<file path="src/rtl/zigbee_chip_spreader_pkg.sv">
// Shared types and the 802.15.4 2.4 GHz chip table for the DSSS spreader.
// Chip vectors use bit index = chip index, so c0 is bit 0.
package zigbee_pkg;

   typedef logic [3:0] sym_t;
   typedef logic [4:0] chip_cnt_t;

   typedef enum logic {
      IDLE,
      SHIFT
   } spr_state_t;

   localparam logic [31:0] S0_CHIPS      = 32'h744AC39B;
   localparam logic [31:0] ODD_CHIP_MASK = 32'hAAAAAAAA;

   localparam logic [31:0] CHIP_TABLE [16] = '{
      32'h744AC39B, 32'h44AC39B7, 32'h4AC39B74, 32'hAC39B744,
      32'hC39B744A, 32'h39B744AC, 32'h9B744AC3, 32'hB744AC39,
      32'hDEE06931, 32'hEE06931D, 32'hE06931DE, 32'h06931DEE,
      32'h6931DEE0, 32'h931DEE06, 32'h31DEE069, 32'h1DEE0693
   };

endpackage

</file>
<file path="src/rtl/zigbee_chip_spreader_if.sv">
// Symbol-in / chip-out handshake bundle of the DSSS spreader.
interface zigbee_chip_spreader_if;
   import zigbee_pkg::*;

   sym_t inSymbol;
   logic inSymbolValid;
   logic outSymbolReady;
   logic outChip;
   logic outChipValid;
   logic inChipReady;
   logic outSymStart;
   logic outSymEnd;
   logic outBusy;
   logic outUnderrun;

   modport master (
      output inSymbol, inSymbolValid, inChipReady,
      input  outSymbolReady, outChip, outChipValid, outSymStart, outSymEnd,
             outBusy, outUnderrun
   );

   modport slave (
      input  inSymbol, inSymbolValid, inChipReady,
      output outSymbolReady, outChip, outChipValid, outSymStart, outSymEnd,
             outBusy, outUnderrun
   );

endinterface

</file>
<file path="src/rtl/zigbee_chip_spreader_lut.sv">
// Symbol -> 32-chip PN vector, built from S0 by 4-chip rotation and odd-chip inversion.
module zigbee_chip_lut
   import zigbee_pkg::*;
(
   input  sym_t        sym,
   output logic [31:0] chips
);

   logic [4:0]  rotAmt;
   logic [31:0] base;

   // Rotating the chip sequence right by 4 positions moves chip i to bit i+4.
   always_comb begin
      rotAmt = {sym[2:0], 2'b00};
      base   = (S0_CHIPS << rotAmt) | (S0_CHIPS >> (6'd32 - {1'b0, rotAmt}));
      chips  = sym[3] ? (base ^ ODD_CHIP_MASK) : base;
      assert (chips == CHIP_TABLE[sym]);
   end

endmodule

</file>
<file path="src/rtl/zigbee_chip_spreader.sv">
// 802.15.4 O-QPSK DSSS spreader: 4-bit symbols in, serial chips out (c0 first),
// with a one-entry holding buffer so consecutive symbols stream without bubbles.
module zigbee_chip_spreader
   import zigbee_pkg::*;
#(
   parameter int unsigned CHIPS_PER_SYM = 32,
   parameter int unsigned SYM_W         = 4
) (
   input logic                   inClock,
   input logic                   inReset,
   zigbee_chip_spreader_if.slave bus
);

   spr_state_t             state, stateNext;
   chip_cnt_t              cnt, cntNext;
   sym_t                   symReg, symNext;
   logic [SYM_W-1:0]       holdReg, holdNext;
   logic                   holdFull, holdFullNext;
   logic                   armed, armedNext;
   logic                   underrun, underrunNext;
   logic [CHIPS_PER_SYM-1:0] chipVec;
   logic                   symXfer, chipXfer, lastChip;

   zigbee_chip_lut uLut (
      .sym   (symReg),
      .chips (chipVec)
   );

   assign symXfer  = bus.inSymbolValid && !holdFull;
   assign chipXfer = (state == SHIFT) && bus.inChipReady;
   assign lastChip = (cnt == chip_cnt_t'(CHIPS_PER_SYM - 1));

   always_ff @(posedge inClock or posedge inReset) begin
      if (inReset) begin
         state    <= IDLE;
         cnt      <= '0;
         symReg   <= '0;
         holdReg  <= '0;
         holdFull <= 1'b0;
         armed    <= 1'b0;
         underrun <= 1'b0;
      end else begin
         state    <= stateNext;
         cnt      <= cntNext;
         symReg   <= symNext;
         holdReg  <= holdNext;
         holdFull <= holdFullNext;
         armed    <= armedNext;
         underrun <= underrunNext;
      end
   end

   always_comb begin
      stateNext    = state;
      cntNext      = cnt;
      symNext      = symReg;
      holdNext     = holdReg;
      holdFullNext = holdFull;
      armedNext    = armed || symXfer;
      underrunNext = 1'b0;

      case (state)
         IDLE: begin
            armedNext = symXfer;
            if (symXfer) begin
               stateNext = SHIFT;
               symNext   = bus.inSymbol;
               cntNext   = '0;
            end
         end
         SHIFT: begin
            if (chipXfer) begin
               cntNext = cnt + 5'd1;
            end
            // At the wrap the held symbol wins; ready is low whenever it is full,
            // so a same-cycle input transfer only happens with the buffer empty.
            if (chipXfer && lastChip) begin
               if (holdFull) begin
                  symNext      = holdReg;
                  holdFullNext = 1'b0;
               end else if (symXfer) begin
                  symNext = bus.inSymbol;
               end else begin
                  stateNext    = IDLE;
                  underrunNext = armed && !bus.inSymbolValid;
               end
            end else if (symXfer) begin
               holdNext     = bus.inSymbol;
               holdFullNext = 1'b1;
            end
         end
         default: stateNext = IDLE;
      endcase
   end

   assign bus.outSymbolReady = !holdFull;
   assign bus.outChipValid   = (state == SHIFT);
   assign bus.outChip        = (state == SHIFT) && chipVec[cnt];
   assign bus.outSymStart    = (state == SHIFT) && (cnt == '0);
   assign bus.outSymEnd      = (state == SHIFT) && lastChip;
   assign bus.outBusy        = (state == SHIFT) || holdFull;
   assign bus.outUnderrun    = underrun;

endmodule

</file>
<file path="src/flat_wrapper.sv">
// flat-port wrapper written by rule: the top's interface ports become plain ports
module zigbee_chip_spreader_flat import zigbee_pkg::*;
#(
   parameter int unsigned CHIPS_PER_SYM = 32,
   parameter int unsigned SYM_W         = 4
)
  (inClock, inReset, bus_inSymbol, bus_inSymbolValid, bus_inChipReady, bus_outSymbolReady, bus_outChip, bus_outChipValid, bus_outSymStart, bus_outSymEnd, bus_outBusy, bus_outUnderrun);
  zigbee_chip_spreader_if bus_i ();
  input logic inClock;
  input logic inReset;
  input wire logic [$bits(bus_i.inSymbol)-1:0] bus_inSymbol;
  input wire logic [$bits(bus_i.inSymbolValid)-1:0] bus_inSymbolValid;
  input wire logic [$bits(bus_i.inChipReady)-1:0] bus_inChipReady;
  output wire logic [$bits(bus_i.outSymbolReady)-1:0] bus_outSymbolReady;
  output wire logic [$bits(bus_i.outChip)-1:0] bus_outChip;
  output wire logic [$bits(bus_i.outChipValid)-1:0] bus_outChipValid;
  output wire logic [$bits(bus_i.outSymStart)-1:0] bus_outSymStart;
  output wire logic [$bits(bus_i.outSymEnd)-1:0] bus_outSymEnd;
  output wire logic [$bits(bus_i.outBusy)-1:0] bus_outBusy;
  output wire logic [$bits(bus_i.outUnderrun)-1:0] bus_outUnderrun;
  assign bus_i.inSymbol = bus_inSymbol;
  assign bus_i.inSymbolValid = bus_inSymbolValid;
  assign bus_i.inChipReady = bus_inChipReady;
  assign bus_outSymbolReady = bus_i.outSymbolReady;
  assign bus_outChip = bus_i.outChip;
  assign bus_outChipValid = bus_i.outChipValid;
  assign bus_outSymStart = bus_i.outSymStart;
  assign bus_outSymEnd = bus_i.outSymEnd;
  assign bus_outBusy = bus_i.outBusy;
  assign bus_outUnderrun = bus_i.outUnderrun;
  zigbee_chip_spreader #(.CHIPS_PER_SYM(CHIPS_PER_SYM), .SYM_W(SYM_W)) u_core (.inClock(inClock), .inReset(inReset), .bus(bus_i));
endmodule
</file>
<file path="config.mk">
export PLATFORM = sky130hd
export DESIGN_NAME = zigbee_chip_spreader_flat
export DESIGN_NICKNAME = d
export VERILOG_FILES = /design/src/rtl/zigbee_chip_spreader_pkg.sv /design/src/rtl/zigbee_chip_spreader_if.sv /design/src/rtl/zigbee_chip_spreader_lut.sv /design/src/rtl/zigbee_chip_spreader.sv /design/src/flat_wrapper.sv
export SDC_FILE = /design/constraint.sdc
export NUM_CORES = 1
export LEC_CHECK = 0
export BUFFER_PORTS_ARGS = -buffer_cell sky130_fd_sc_hd__buf_2
export CORE_MARGIN = 1.5
export CORE_UTILIZATION = 50
export CTS_CLUSTER_DIAMETER = 40
export DETAILED_ROUTE_END_ITERATION = 7
export HOLD_SLACK_MARGIN = 0.12
export PLACE_DENSITY = 0.8
export SYNTH_ARGS = -nofsm -noshare
export SYNTH_HDL_FRONTEND = slang
export SYNTH_SLANG_ARGS = --single-unit
</file>
<file path="constraint.sdc">
create_clock -name inClock -period 3.1 [get_ports inClock]
set_clock_uncertainty 0.05 [all_clocks]
set_input_delay 0.62 -clock inClock [delete_from_list [all_inputs] [get_ports inClock]]
set_output_delay 0.62 -clock inClock [all_outputs]
set_load 0.01 [all_outputs]
</file>
# == Word level (Yosys, flattened, before mapping) ==
# Index checks and enable logic that the tools add are counted.
# totals
regBits,17
input_bits,8
wordCells,57
# classes
addsub,2
order_cmp,1
n_eq_ne,4
shifts,2
muxes,21
n_bitwise,4
n_reduce_logical,16
# op_table
cell,n
$mux W32,1
$or A32 B32 Y32,1
$shl A31 B5 Y32 const A,1
$shr A31 B6 Y32 const A,1
$not A16 Y16,1
$mux W4,3
$mux W1,11
$mux W5,2
$pmux W5 S2,1
$pmux W4 S2,1
$logic_and A1 B1 Y1,7
$lt A5 B6 Y1 const B,1
$sub A6 B5 Y6 const A,1
$add A5 B1 Y5 const B,1
$bmux W1 S5,1
$eq A5 B5 Y1 const B,1
$logic_not A5 Y1,1
$ne A2 B2 Y1 const B,2
$reduce_and A2 Y1,2
$reduce_and A3 Y1,1
$logic_not A1 Y1,2
$logic_or A1 B1 Y1,2
$ne A2 B1 Y1 const B,1
$not A1 Y1,2
other kinds (2),2

# == Depth between registers and ports, before layout ==
# Gate-level depths: netlist of the first run.
# logic_depth
word_depth,8
ltp_mapped,12
depth_no_buf,10

# == Cells and area by module ==
# Synthesis of the first run repeated with hierarchy kept, for this count alone.
# hier_totals
hier_cells,229
hier_area_um2,1921.8
# by_module_without_submodules
mod,instances,cells_per_inst,area_each_um2,seq_area_each_um2
zigbee_chip_spreader,1,100,1113.6,425.4
zigbee_chip_lut,1,129,808.3,0.0

# == Worst setup path before layout of the first run ==
# Ideal clock, no wire load.
# synth_timing
kind,reg2out
start,register u_core.symReg[1]
end,output port bus_outChip
arrival_ps,2700
required_ps,2430
path_slack_ps,-270
path_stages_with_launch,13
cell_sequence,dfrtp_1 > buf_2 > inv_1 > ha_1 > ha_1 > buf_4 > nor2b_1 > o32a_1 > o221ai_1 > a21oi_1 > a211oi_1 > a31oi_1 > o32a_1
# synth_between
elab_chain_cells,8
word_cells_on_any_way,9
classes_between,add/sub: 1; shift: 2; mux: 3; bitwise: 2; reduce/logical: 1
# synth_lines
element,line,rtl
start: declaration,zigbee_chip_spreader.sv:16,"sym_t symReg, symNext;"
start signal: assignment,zigbee_chip_spreader.sv:45,symReg <= symNext;
$sub A6 B5 Y6,zigbee_chip_spreader_lut.sv:15,"base = (S0_CHIPS << rotAmt) | (S0_CHIPS >> (6'd32 - {1'b0, rotAmt}));"
$shr A31 B6 Y32,zigbee_chip_spreader_lut.sv:15,
$or A32 B32 Y32 *,zigbee_chip_spreader_lut.sv:15,
$not A16 Y16 (no source line),--,
$mux W32 *,zigbee_chip_spreader_lut.sv:16,chips = sym[3] ? (base ^ ODD_CHIP_MASK) : base;
$bmux W1 S5 *,zigbee_chip_spreader.sv:98,assign bus.outChip = (state == SHIFT) && chipVec[cnt];
$mux W1 (not written as such) *,zigbee_chip_spreader.sv:98,
$logic_and A1 B1 Y1 *,zigbee_chip_spreader.sv:98,
end: declaration,flat_wrapper.sv:15,output wire logic [$bits(bus_i.outChip)-1:0] bus_outChip;
# Mark *: on every way between the ends. The rest lies on a longest branch, timed or not. The select of a mux whose other input is x is not followed.

# == Worst setup path in the final report of the first run ==
# Same ends and word-level chain as after synthesis.

==> results of run 1 <==
## layout make-up
cell class	count	area [sq um]	area share [%]
Clock buffer	3	22.5	1.04
Clock inverter	1	5.00	0.232
Sequential cell	17	427	19.8
Inverter	11	46.3	2.15
Timing Repair Buffer	39	262	12.1
Tap cell	46	57.6	2.67
Multi-Input combinational cell	186	1340	62.0
## timing repair
| action | CTS | global route |
|---|---|---|
| pin swaps | 1 | 8 |
| cloned | 0 | 0 |
| endpoints found under the setup margin | 1 | 1 |
| setup buffers | 1 | 5 |
| gates resized for setup | 0 | 19 |
## layer usage
layer | wire length (um) | share of wire, % | vias to the layer above
li1 | - | - | 906
met3 | 277 | 5.9 | 9
met4 | 70 | 1.5 | 0
met1 | 2180 | 46 | 878
met2 | 2200 | 47 | 80
met5 | 0 | 0 | -
## power breakdown
part	total [mW]	internal, mW	switching [mW]
Sequential	0.413	0.295	0.117
Combinational	1.78	0.853	0.924
Clock	0.122	0.0482	0.0735
## path summary, 6_finish.rpt
| path | from | end | slack, ps |
|---|---|---|---|
| max | u_core.symReg[1]$_DFFE_PP0P_ | bus_outChip | -330 |
| min | inReset | u_core.bus.outChipValid$_DFF_PP0_ | 330 |
| max reg2reg | u_core.cnt[1]$_DFFE_PP0P_ | u_core.symReg[0]$_DFFE_PP0P_ | 760 |
| min reg2reg | u_core.armed$_DFF_PP0_ | u_core.armed$_DFF_PP0_ | 460 |
| max in group asynchronous | inReset | u_core.symReg[1]$_DFFE_PP0P_ | 2230 |
| min in group inClock | u_core.armed$_DFF_PP0_ | u_core.armed$_DFF_PP0_ | 460 |
## cells by family after synthesis
| logic type | count (synthesis) |
|---|---|
| compound gates | 78 |
| xor+xnor | 11 |
| fa+ha+maj | 14 |
| buf+inv | 28 |
| flops | 17 |
| mux | 10 |
| simple gates | 73 |
## state kept, by name (all words and copies together) (netlist names)
signal / flops
u_core.symReg: 4
u_core.bus.outChipValid: 1
u_core.holdFull: 1
u_core.armed: 1
u_core.holdReg: 4
u_core.cnt: 5
u_core.bus.outUnderrun: 1
## synthesized netlist by cell type (3+ instances only)
master | count | area share [%]
nor2_1 | 23 | 4.8
nand2_1 | 22 | 4.6
a21oi_1 | 17 | 4.7
dfrtp_1 | 17 | 23
o21ai_0 | 15 | 4.1
ha_1 | 14 | 9.7
xnor2_1 | 11 | 5.3
inv_1 | 8 | 1.7
buf_2 | 7 | 1.9
clkbuf_1 | 7 | 1.5
o22ai_1 | 7 | 2.4
a2111oi_0 | 5 | 2.4
a211oi_1 | 5 | 2.1
mux2_2 | 5 | 3.1
mux2i_1 | 5 | 2.8
nand2b_1 | 5 | 1.7
nor2b_1 | 5 | 1.7
a31oi_1 | 4 | 1.4
nor3_1 | 4 | 1.1
nand3_1 | 3 | 0.83
nand4_1 | 3 | 1.0
## stage by stage
step / setup TNS (ps) / setup slack, ps / std cells
CTS: -308 / -308 / 298
detailed placement: 0 / 19.9 / 293
floorplan: -107 / -107 / 231
finish: -332 / -332 / 303
global route: -465 / -465 / 303
global placement: 0 / 57.4 / 293
## critical path, cell delays in order (launching register included)
cell        delay [ps]
dfrtp_2            400
clkinvlp_4         120
ha_4               180
ha_4               230
buf_6              130
nor2b_4            110
o32a_1             380
o221ai_2           160
a21oi_2             60
a211oi_2           180
a31oi_1             70
o32a_1             310
buf_2              140
==> flow_metrics.py, run 1 <==
metrics = {
    "status": {
        "status": "finished with violations",
        "violations": "negative setup slack",
    },
    "synthesis": {
        "syn-cell-area_sq_um": 1810,
        "ys_async_sr_fraction_pct": 100,
        "yosys_warnings": 0,
        "synth-simple-area-share_pct": 18.8,
        "synth_nets": 253,
        "ys_ff_latch": 17,
        "syn_area_per_cell_sq_um": 7.84,
        "ys_types": 52,
        "synth_top_family_by_area": "compound AO/OA/AOI/OAI gates",
        "synthMuxAreaShare_pct": 5.87,
        "synth-edff-count": 0,
        "synth-compound-area-share_pct": 29.6,
        "synth_ff_type": "dfrtp_1",
        "syn_inst": 231,
        "yosysSeqAreaShare_pct": 23.5,
        "yosys.area_share.adder_pct": 9.68,
        "synth-xor-area-share_pct": 5.32,
    },
    "final_layout": {
        "design_area_sq_um": 2160,
        "layout_commonest_cell": "buf_4",
        "drive_gt1_share_pct": 27.6,
        "areaGrowthSynthToFinish_pct": 19.1,
        "layout_common_cells": "buf_4, nor2_1, nand2_1",
        "n_fill_cell": 307,
        "post-route-util_pct": 63.2,
        "antenna_cells": 0,
        "nets": 280,
    },
    "die": {
        "die_height_um": 63.2,
        "rows": 21,
        "die_w_um": 63.2,
        "coreArea_sq_um": 3420,
        "initial_utilization_pct": 53.0,
        "dieArea_sq_um": 3990,
        "io-pin-count": 15,
    },
    "cts": {
        "clockBufferDepth": 2,
        "cts_max_level": 1,
        "ctsHoldBuffers": 0,
        "cts_root_buf": "clkbuf_4",
        "cts_made_buffers": 3,
        "clock_sinks": 17,
        "cts_tree": "done",
        "clk_pin_slew_worst_paths_ps": 100,
        "clock_insertion_delay_worst_skew_ps": 300,
    },
    "place": {
        "port_buffers": 14,
        "gp_congestion": 0.931,
        "placed_area_sq_um": 2020,
        "dp_hpwl_mm": 3.29,
    },
    "sta": {
        "max_freq_mhz": 291,
        "drv_slew": 0,
        "min_period_ps": 3430,
        "setup_viol": 1,
        "relSlewSlack_pct": 58.1,
        "finalCritPeriodShare_pct": 111,
        "hold_slack_ps": 329,
        "rsz0062_at_grt": "yes",
        "setup_ws_ps": -332,
        "worstMarginPinSlew_ps": 628,
        "finalHoldViolations": 0,
    },
    "global_route": {
        "grtUsageTotal_pct": 23.8,
        "grt_use_met1_pct": 34.3,
        "grt_pass1_wl_mm": 7.77,
        "grt_pass1_vias": 1602,
        "met3_usage_pct": 1.96,
        "met2_usage_pct": 37.5,
        "busiest_layer": "met2",
        "antenna_found_initial": 0,
        "grt_overflow": 0,
        "grt_max_degree": 27,
    },
    "route": {
        "viasPerCell": 6.18,
        "drt_wl_total_mm": 4.73,
        "wl_per_cell_um": 15.6,
        "detail-route-antenna-nets": 0,
        "drc_errors": 0,
        "firstDrtPassIters": 5,
        "vias": 1873,
        "drt_iter0_drc": 215,
    },
    "setup_path": {
        "cp_max_fo": 6,
        "startpoint_type": "register",
        "required_ps": 2430,
        "crit_arrival_ps": 2760,
        "cp-end-kind": "output pin",
        "setup.worst_path.class": "register to output pin",
        "reg2reg_depth": 8,
    },
    "power": {
        "peakVddDrop_mv": 0.489,
        "p_leak_nw": 0.930,
        "p_per_area_nw_per_um2": 1070,
        "power_mw": 2.31,
    },
    "min_path": {
        "hold_path.class": "input pin to async pin",
    },
    "run": {
        "maxCapViolCount": 0,
    },
}
No activity file was read; power rests on OpenSTA's default activity.
==> inputs of run 2 (changes only) <==
- CELL_PAD_IN_SITES_DETAIL_PLACEMENT: not set -> 1
- CELL_PAD_IN_SITES_GLOBAL_PLACEMENT: not set -> 1
- CORE_UTILIZATION: 50 -> 40
- PLACE_DENSITY: 0.8 -> 0.84
==> run 2 against run 1 <==
  * The flow still finishes with violations (negative setup slack)
  * First-iteration DRC count is 38% lower
  * Wire length is 20% higher
  * Clock-buffer cell count is 1 higher
  * Total power is 6.6% higher
  * Worst setup slack better by 28 ps
  * Global-route usage is 0.12 points higher
  * Non-clock buffer count is 2 lower
  * Via count is 0.32% lower
  * Worst hold slack better by 68 ps
==> flow_metrics.py, run 2 (synthesized netlist as in run 1, its figures left out) <==
metrics = {
    "status": {
        "status": "finished with violations",
        "violations": "negative setup slack",
    },
    "die": {
        "rows": 24,
        "coreArea_sq_um": 4350,
        "dieArea_sq_um": 4940,
        "io-pin-count": 15,
        "die_height_um": 70.3,
        "initial_utilization_pct": 41.6,
        "die_w_um": 70.3,
    },
    "sta": {
        "worstMarginPinSlew_ps": 649,
        "hold_slack_ps": 397,
        "fin_setup_tns_ps": -305,
        "drv_slew": 0,
        "setup_ws_ps": -305,
        "min_period_ps": 3400,
        "max_freq_mhz": 294,
        "setup_viol": 1,
        "finalHoldViolations": 0,
        "relSlewSlack_pct": 56.7,
        "finalCritPeriodShare_pct": 110,
        "rsz0062_at_grt": "yes",
    },
    "place": {
        "gp_congestion": 0.906,
        "placed_area_sq_um": 2020,
        "dp_hpwl_mm": 4.10,
        "place_ws_ps": -48.1,
        "dp.cells": 297,
        "port_buffers": 14,
    },
    "setup_path": {
        "cp-end-kind": "output pin",
        "slowest_delay_ps": 390,
        "cpMaxStageDelayCell": "dfrtp_2",
        "required_ps": 2430,
        "startpoint_type": "register",
        "crit_buf_inv": 5,
        "worstPathCellList": "clkinvlp_4 > ha_4 > ha_4 > buf_6 > buf_4 > buf_4 > nor2_2 > nor2_1 > xnor2_1 > a21oi_1 > o31a_1 > o32a_1 > buf_2",
        "r2r-start": "u_core.cnt[1]$_DFFE_PP0P_",
        "critPathLaunch": "u_core.symReg[1]$_DFFE_PP0P_",
        "cp_max_fo": 4,
        "critical_path.top_delay_family": "compound AO/OA/AOI/OAI gates",
        "crit_arrival_ps": 2730,
        "setup.worst_path.class": "register to output pin",
    },
    "final_layout": {
        "nets": 278,
        "drive_gt1_share_pct": 27.1,
        "post-route-util_pct": 50.2,
        "antenna_cells": 0,
        "n_fill_cell": 548,
        "design_area_sq_um": 2190,
        "layout_common_cells": "nor2_1, nand2_1, buf_4",
        "areaGrowthSynthToFinish_pct": 20.7,
        "largest-register": "u_core.cnt",
        "largest_reg_flops": 5,
        "instances_no_fill": 307,
        "largestRegisters": "u_core.cnt x5, u_core.holdReg x4, u_core.symReg x4",
    },
    "route": {
        "viasPerCell": 6.08,
        "wl_per_cell_um": 18.6,
        "firstDrtPassIters": 4,
        "drt_iter0_drc": 134,
        "vias": 1867,
        "drc_errors": 0,
        "detail-route-antenna-nets": 0,
        "drt_wl_total_mm": 5.70,
    },
    "cts": {
        "clock_insertion_delay_worst_skew_ps": 250,
        "clk_pin_slew_worst_paths_ps": 70,
        "clockBufferDepth": 2,
        "cts_root_buf": "clkbuf_8",
        "cts_tree": "done",
        "cts_max_level": 1,
        "clock_sinks": 17,
        "ctsHoldBuffers": 0,
        "cts_made_buffers": 3,
    },
    "power": {
        "p_leak_nw": 0.935,
        "power_mw": 2.47,
        "peakVddDrop_mv": 0.379,
        "p_per_area_nw_per_um2": 1130,
    },
    "min_path": {
        "hold_path.class": "input pin to async pin",
    },
    "global_route": {
        "grtUsageTotal_pct": 23.9,
        "grt_max_degree": 27,
        "grt_pass1_vias": 1959,
        "grt_pass1_wl_mm": 9.52,
        "grt_overflow": 0,
        "antenna_found_initial": 0,
    },
    "run": {
        "maxCapViolCount": 0,
    },
}
run 2: layout make-up:
cell class                 count  area, sq um  share of cell area (%)
tap                           52         65.1                    2.98
multi-input combinational    186         1340                    61.5
timing repair buffer          37          259                    11.8
clock buffer                   4         45.0                    2.06
inverter                      11         46.3                    2.12
sequential                    17          427                    19.5
run 2: path summary, 6_finish.rpt:
| check | to | slack (ps) | depth (start not counted) |
|---|---|---|---|
| setup reg to reg | u_core.symReg[1]$_DFFE_PP0P_ | 740 | 8 |
| max in group asynchronous | u_core.symReg[1]$_DFFE_PP0P_ | 2150 | 2 |
| hold reg to reg | u_core.armed$_DFF_PP0_ | 440 | 2 |
| hold / removal | u_core.holdReg[2]$_DFFE_PP0P_ | 400 | 2 |
| setup / recovery | bus_outChip | -300 | 13 |
| min in group inClock | u_core.armed$_DFF_PP0_ | 440 | 2 |
run 2: power breakdown:
group | total [mW] | internal, mW | switching (mW)
clock | 0.163 | 0.0912 | 0.0722
combinational | 1.89 | 0.905 | 0.980
sequential | 0.417 | 0.296 | 0.120
run 2: timing repair:
item                       4_1_cts  5_1_grt
gates cloned                     0        0
setup buffers                    1        5
resized for setup                3       17
pin swaps                        1        8
setup endpoints to repair        1        1
run 2: routing by layer:
metal	up-vias	track usage, %	wire [um]
met5	-	0	0
met2	48	41.3	2950
li1	896	-	-
met1	910	31.4	2430
met4	0	8.12	120
met3	13	1.73	191
